`src/rtl/mux2_rr_arbiter.sv`:
```
// Round-robin arbiter for two valid/ready requesters sharing a 2-to-1 data lane,
// with a one-entry registered output stage and saturating per-requester grant counters.
module mux2_rr_arbiter #(
  parameter int DATA_W = 8,
  parameter int CNT_W  = 8
) (
  input  logic              clk,
  input  logic              rst,
  input  logic              in0_valid,
  input  logic [DATA_W-1:0] in0_data,
  output logic              in0_ready,
  input  logic              in1_valid,
  input  logic [DATA_W-1:0] in1_data,
  output logic              in1_ready,
  output logic              out_valid,
  output logic [DATA_W-1:0] out_data,
  output logic              out_sel,
  input  logic              out_ready,
  output logic [CNT_W-1:0]  cnt0,
  output logic [CNT_W-1:0]  cnt1
);

  typedef enum logic {
    EMPTY = 1'b0,
    FULL  = 1'b1
  } state_t;

  localparam logic [CNT_W-1:0] CNT_MAX = {CNT_W{1'b1}};
  localparam logic [CNT_W-1:0] CNT_ONE = CNT_W'(1);

  state_t              state_r;
  state_t              state_next_s;
  logic                last_r;
  logic [DATA_W-1:0]   data_r;
  logic                sel_r;
  logic [CNT_W-1:0]    cnt0_r;
  logic [CNT_W-1:0]    cnt1_r;
  logic                can_load_s;
  logic                grant_valid_s;
  logic                grant_s;
  logic                accept_s;

  // Grant selection, handshake readies and output-stage next state.
  always_comb begin
    can_load_s    = (state_r == EMPTY) | out_ready;
    grant_valid_s = 1'b0;
    grant_s       = 1'b0;
    state_next_s  = state_r;
    case ({in1_valid, in0_valid})
      2'b01: begin
        grant_valid_s = 1'b1;
        grant_s       = 1'b0;
      end
      2'b10: begin
        grant_valid_s = 1'b1;
        grant_s       = 1'b1;
      end
      2'b11: begin
        // Tie goes to whoever was not served most recently.
        grant_valid_s = 1'b1;
        grant_s       = ~last_r;
      end
      default: begin
        grant_valid_s = 1'b0;
        grant_s       = 1'b0;
      end
    endcase
    accept_s  = can_load_s & grant_valid_s;
    in0_ready = accept_s & ~grant_s;
    in1_ready = accept_s & grant_s;
    case (state_r)
      EMPTY: begin
        if (accept_s) state_next_s = FULL;
        else          state_next_s = EMPTY;
      end
      FULL: begin
        if (out_ready) state_next_s = accept_s ? FULL : EMPTY;
        else           state_next_s = FULL;
      end
      default: state_next_s = EMPTY;
    endcase
  end

  // Output-stage state register.
  always_ff @(posedge clk or posedge rst) begin
    if (rst) state_r <= EMPTY;
    else     state_r <= state_next_s;
  end

  // Data/select capture, fairness pointer and saturating grant counters.
  always_ff @(posedge clk or posedge rst) begin
    if (rst) begin
      data_r <= {DATA_W{1'b0}};
      sel_r  <= 1'b0;
      last_r <= 1'b1;
      cnt0_r <= {CNT_W{1'b0}};
      cnt1_r <= {CNT_W{1'b0}};
    end else if (accept_s) begin
      data_r <= grant_s ? in1_data : in0_data;
      sel_r  <= grant_s;
      last_r <= grant_s;
      if (!grant_s && cnt0_r != CNT_MAX) cnt0_r <= cnt0_r + CNT_ONE;
      if (grant_s && cnt1_r != CNT_MAX)  cnt1_r <= cnt1_r + CNT_ONE;
    end
  end

  assign out_valid = (state_r == FULL);
  assign out_data  = data_r;
  assign out_sel   = sel_r;
  assign cnt0      = cnt0_r;
  assign cnt1      = cnt1_r;

endmodule

```
`config.mk`:
```
export PLATFORM = sky130hd
export DESIGN_NAME = mux2_rr_arbiter
export DESIGN_NICKNAME = d
export VERILOG_FILES = /design/src/rtl/mux2_rr_arbiter.sv
export SDC_FILE = /design/constraint.sdc
export NUM_CORES = 1
export LEC_CHECK = 0
export CAP_MARGIN = 15
export CORE_MARGIN = 3
export CORE_UTILIZATION = 43
export CTS_BUF_LIST = sky130_fd_sc_hd__clkbuf_16
export DETAILED_ROUTE_END_ITERATION = 16
export PLACE_DENSITY = 0.79
export SYNTH_ARGS = -nofsm -noshare
export SYNTH_HDL_FRONTEND = slang
export SYNTH_SLANG_ARGS = --single-unit
```
`constraint.sdc`:
```
create_clock -name clk -period 1.9 [get_ports clk]
set_input_delay 0.38 -clock clk [delete_from_list [all_inputs] [get_ports clk]]
set_output_delay 0.38 -clock clk [all_outputs]
set_load 0.05 [all_outputs]
```
==> qor.yml, run 1 <==
tightestPinTransition_ns: 0.735
die_w_um: 60.3
crit_buf_inv: 1
maxCapViolCount: 0
p_per_area_mw_per_mm2: 1360
startpoint_type: "flop"
cts_tree: "done"
die_area_mm2: 0.00363
clkLatencyLatePin_ns: 0.26
crit_chain: "clkdlybuf4s50_1"
final_cell_mix: "28 x clkdlybuf4s50_1, 26 x dfrtp_1, 24 x buf_4, 10 x inv_1, 8 x a222oi_1"
yosys_warnings: 0
final_area_mm2: 0.00191
synth.cell_area_mm2: 0.00127
first_iter_violations: 103
fillers: 220
finalWirelength_mm: 3.02
dpl-instance-area_mm2: 0.00182
place_inst: 197
core-area_mm2: 0.00278
cts_buffers: 3
routedWlPerCell_um: 15.0
start_util: 0.456
finalCriticalPeriod_ns: 1.83
grt_first_pass_wirelength_mm: 4.95
path_max_fanout: 2
leakagePower_nw: 0.911
setup_viol: 0
clockRootBuffer: "clkbuf_16"
drive_gt1_frac: 0.235
portBuffers: 48
netlist_instances: 114
syn-mean-instance-area_um2: 11.1
cts_sinks: 27
min_period_over_period: 0.961
hp-class: "input pin to flop"
synth_top_cells_by_area: "dfrtp_1 51%, a222oi_1 6.3%, and3_1 3.0%"
htreeDepth: 1
diodes: 0
antenna_found_initial: 0
grt_use_total: 0.181
synth_nets: 137
path_clk_slew_ns: 0.07
hold_violations: 0
rsz0062_at_grt: "no"
ctsHoldBuffers: 0
relSlewSlack: 0.507
drc: 0
utilization: 0.688
critPathMaxStageDelay_ns: 0.81
slew_viol_final: 0
fmax_ghz: 0.548
dpl.hpwl_mm: 2.32
synth_top_area_cell: "dfrtp_1"
place_congestion: 0.880
yosys_register_bits: 27
path_class: "flop to primary output"
core.rowCount: 19
grt_overflow_total: 0
grt_pass1_vias: 1135
ios: 49
syn_to_final_growth_pct: 50.9
worstPathRequired_ns: 1.52
setup_slack_ns: 0.0740
die_h_um: 60.3
dp_slack_ns: -0.0467
synth.distinct_cells: 34
vias_per_cell: 5.63
grt_start_max_net_pins: 28
ir_worst_vdd_mv: 1.00
via_count: 1131
slowest_stage: "clkdlybuf4s50_1"
cp-end-kind: "primary output"
fin_nets: 194
final_common_cell: "clkdlybuf4s50_1"
power_mw: 2.59
crit_family: "buffers and inverters"
clk_path_buf_depth: 2
drtPass1Iterations: 5
synth_top_area_share: 0.513
cp.arrival_ns: 1.45
fin_skew_ns: 0.00716
status: "complete, no violations"
stdcell_count: 201
seq_area_frac_synth: 0.534
detail-route-antenna-nets: 0
==> stage by stage <==
step                      hold slack, ns  setup TNS, ns
after detailed placement           0.483         -0.212
after global routing               0.486              0
after global placement             0.476              0
final                              0.455              0
after CTS                          0.482              0
after floorplan                    0.432              0
==> where the power goes <==
group          total [mW]  switching [mW]  internal, mW
clock               0.481           0.195         0.286
combinational        1.20           0.777         0.426
sequential          0.910           0.179         0.731
==> final timing paths <==
path                            cells after the start  slack, ns        start          end
min in group asynchronous                           3       0.47          rst      cnt1[1]
worst max-delay path                                1       0.07  out_data[7]  out_data[7]
worst max register to register                      5       0.34       last_r  out_data[1]
max in group asynchronous                           3       1.14          rst       last_r
worst min-delay path                                2       0.45    in0_valid    out_valid
worst min register to register                      2       0.49  out_data[4]  out_data[4]
==> cell usage after synthesis <==
| library cell | number |
|---|---|
| and4_4 | 1 |
| nor2_1 | 1 |
| nand4_1 | 4 |
| a41oi_1 | 1 |
| and2_1 | 2 |
| xnor2_1 | 3 |
| dfstp_2 | 1 |
| nor2b_1 | 2 |
| mux2i_1 | 2 |
| or3_1 | 1 |
| o21a_1 | 1 |
| and4_1 | 2 |
| and2_4 | 1 |
| mux2_4 | 1 |
| inv_1 | 10 |
| mux2_1 | 3 |
| nand3_1 | 7 |
| nand2_1 | 7 |
| o21ai_1 | 1 |
| and3_1 | 6 |
| nor3b_2 | 1 |
| clkbuf_1 | 1 |
| dfrtp_1 | 26 |
| nand2b_1 | 3 |
| a222oi_1 | 8 |
| buf_4 | 1 |
| a21o_1 | 2 |
| a31oi_1 | 3 |
| ha_1 | 2 |
| xor2_1 | 1 |
| mux2_2 | 1 |
| buf_2 | 2 |
| a21oi_1 | 5 |
| inv_2 | 1 |
==> registers in the layout, summed over array words and instances (netlist names) <==
| name | flops |
|---|---|
| cnt0 | 8 |
| cnt1 | 8 |
| out_data | 8 |
| last_r | 1 |
| out_sel | 1 |
| out_valid | 1 |
==> layout make-up <==
cell class | instances | area, µm² | share of cell area
well taps | 31 | 38.8 | 0.0203
clock buffers | 3 | 75.1 | 0.0392
repair buffers | 56 | 533 | 0.279
inverters | 11 | 41.3 | 0.0216
flip-flops and latches | 27 | 677 | 0.354
clock inverters | 1 | 7.51 | 0.00392
multi-input cells | 72 | 541 | 0.283
==> logic make-up (layout without fill, tap and decap cells) <==
| logic type | count (synthesis) | after routing | synth area share |
|---|---|---|---|
| multiplexers | 7 | 7 | 0.0632 |
| XOR/XNOR | 4 | 4 | 0.0276 |
| AO/OA/AOI/OAI | 21 | 21 | 0.126 |
| AND/OR/NAND/NOR | 38 | 38 | 0.180 |
| buffers and inverters | 15 | 71 | 0.0494 |
| flip-flops | 27 | 27 | 0.534 |
| adder cells (fa/ha/maj) | 2 | 2 | 0.0197 |
==> what timing repair did <==
| action | 4_1_cts | 5_1_grt |
|---|---|---|
| pin swaps | 0 | 0 |
| setup buffers | 0 | 1 |
| gates resized for setup | 1 | 2 |
| setup endpoints to repair | 1 | 2 |
| cloned | 0 | 0 |
| hold endpoints to repair | 0 | 0 |
==> metal layers <==
layer / track usage / share of wire
met1: 0.232 / 0.42
met3: 0.0302 / 0.046
met5: 0 / 0
met4: 0.0823 / 0.013
met2: 0.298 / 0.53
(Power assumes the default switching activity.)
==> run 2: changes to the inputs <==
- PLACE_DENSITY: 0.79 -> 0.88
- REMOVE_ABC_BUFFERS: unset -> 1
- SKIP_CTS_REPAIR_TIMING: unset -> 1
==> run 2 against run 1 <==
- via count fell by 0.53%
- critical endpoint is now in1_ready
- sequential cell count did not move
- sequential share of layout area fell by 0.069 points
- routed wire length rose by 2.6%
- critical path type is now input pin to primary output
- register-to-register slack got worse by 0.02 ns
==> qor.yml, run 2 (same netlist as run 1, synthesis figures left out) <==
status: "complete, no violations"
slew_viol_final: 0  # unchanged
path_max_fanout: 5  # +3
relSlewSlack: 0.557  # +0.0502
dpl.hpwl_mm: 2.37  # +1.9%
swShare: 0.442  # -0.00217
drive_gt1_frac: 0.228  # -0.00722
drtPass1Iterations: 6  # +1
grt_first_pass_wirelength_mm: 5.05  # +1.9%
grt_use_total: 0.181  # +0.000205
clk_path_buf_depth: 2  # unchanged
cts_buffers: 3  # unchanged
fin_nets: 195  # +0.52%
via_count: 1125  # -0.53%
hold_violations: 0  # unchanged
clockRootBuffer: "clkbuf_16"
tightestPinTransition_ns: 0.660  # -0.0747 ns
critPathMaxStageDelay_ns: 0.48  # -0.33 ns
place_congestion: 0.787  # -11%
multi_input_area_um2: 541  # unchanged
grtUsageMet3: 0.0324  # +0.00216
routedWlPerCell_um: 15.3  # +2.1%
die_area_mm2: 0.00363  # unchanged
core.rowCount: 19  # unchanged
hp-class: "input pin to async pin"
cts_sinks: 27  # unchanged
portBuffers: 48  # unchanged
finalWirelength_mm: 3.10  # +2.6%
grtUsageMet1: 0.240  # +0.00856
syn_to_final_growth_pct: 51.2
internal_power_mw: 1.45  # +0.17%
ios: 49  # unchanged
regArea_um2: 677  # unchanged
grt_overflow_total: 0  # unchanged
combPwrFrac: 0.469  # +0.005
detail-route-antenna-nets: 0  # unchanged
rsz0062_at_grt: "no"
startpoint_type: "input pin"
use_met2: 0.307  # +0.00926
setup_viol: 0  # unchanged
dp_slack_ns: -0.0921  # -0.0454 ns
grt_start_max_net_pins: 28  # unchanged
grt.busiest_layer: "met2"
leakagePower_nw: 0.911  # about the same
cp-end-kind: "primary output"
final_cell_mix: "30 x clkdlybuf4s50_1, 26 x dfrtp_1, 24 x buf_4, 11 x inv_1, 8 x a222oi_1"
cp.arrival_ns: 1.48  # +0.03 ns
diodes: 0  # unchanged
path_class: "input pin to primary output"
core-area_mm2: 0.00278  # unchanged
p_sw_mw: 1.14  # -0.71%
start_util: 0.456  # unchanged
clkLatencyLatePin_ns: 0.26  # about the same
die_h_um: 60.3  # unchanged
drc: 0  # unchanged
finalCriticalPeriod_ns: 1.86  # +0.0291 ns
clockPowerShare: 0.180  # -0.005
fillers: 210  # -4.5%
fmax_ghz: 0.539  # -1.6%
htreeDepth: 1  # unchanged
cts_tree: "done"
die_w_um: 60.3  # unchanged
crit_chain: "clkdlybuf4s50_1 > nand2b_4 > and3_4 > buf_4 > buf_12"
min_period_over_period: 0.976  # +0.0153
vias_per_cell: 5.57  # -1.0%
worstPathRequired_ns: 1.52  # about the same
final_common_cell: "clkdlybuf4s50_1"
slowest_stage: "clkdlybuf4s50_1"
first_iter_violations: 66  # -36%
pwr-share-seq: 0.351  # about the same
fin_skew_ns: 0.00553  # -0.00162 ns
ir_worst_vdd_mv: 1.12  # +11%
path_clk_slew_ns: 0.07  # about the same
p_per_area_mw_per_mm2: 1350  # -0.42%
setup_slack_ns: 0.0450  # -0.0291 ns
antenna_found_initial: 0  # unchanged
fin_hold_ws_ns: 0.480  # +0.0253 ns
grt_pass1_vias: 1153  # +1.6%
maxCapViolCount: 0  # unchanged
run 2: changes by cell type in the layout (fill, tap and decap cells not counted):
| cell | before | now |
|---|---|---|
| inv_1 | 10 | 11 |
| clkinvlp_4 | 1 | 0 |
| clkdlybuf4s50_1 | 28 | 30 |
| dlymetal6s2s_1 | 1 | 0 |
run 2: routing by layer:
metal,wire length [µm],vias to the layer above,share of wire
met5,0,-,0
met4,13,0,0.0042
met3,235,2,0.076
met2,1530,43,0.49
met1,1320,548,0.43
li1,-,532,-
run 2: area by class of cell:
type                       count  share of cell area
sequential                    27               0.353
multi-input combinational     72               0.282
timing repair buffer          57               0.282
clock buffer                   3              0.0392
inverter                      11              0.0215
tap                           31              0.0202
clock inverter                 1             0.00196
run 2: worst paths after layout:
check / start / endpoint / slack [ns] / depth (start not counted)
worst min register to register: out_data[3] / out_data[3] / 0.50 / 2
worst max register to register: cnt1[0] / cnt1[1] / 0.32 / 5
max in group asynchronous: rst / last_r / 1.12 / 3
min in group clk: out_data[3] / out_data[3] / 0.50 / 2
worst max-delay path: out_ready / in1_ready / 0.04 / 5
worst min-delay path: rst / out_data[4] / 0.48 / 3
run 2: per-stage QoR:
step	std cells	utilization	TNS (ns)	cell area, µm²	total power [mW]
global placement	198	0.656	0	1830	2.09
finish	202	0.689	0	1920	2.59
floorplan	110	-	-1.02	1250	1.68
detailed placement	198	0.656	-0.339	1830	2.14
CTS	202	0.685	-0.0456	1900	2.61
global route	202	0.689	0	1920	2.72
run 2: power groups by stage:
| stage | Sequential, mW | Clock [mW] | Combinational [mW] |
|---|---|---|---|
| after floorplan | 1.41 | 0 | 0.275 |
| after global placement | 0.899 | 0 | 1.19 |
| after detailed placement | 0.915 | 0 | 1.22 |
| after CTS | 0.908 | 0.477 | 1.22 |
| after global routing | 0.937 | 0.498 | 1.28 |
| final | 0.908 | 0.465 | 1.22 |
run 2: worst max-delay path, delay by kind of cell:
| kind | cells | cell delay (ns) |
|---|---|---|
| buffers and inverters | 3 | 0.74 |
| AND/OR/NAND/NOR | 2 | 0.35 |
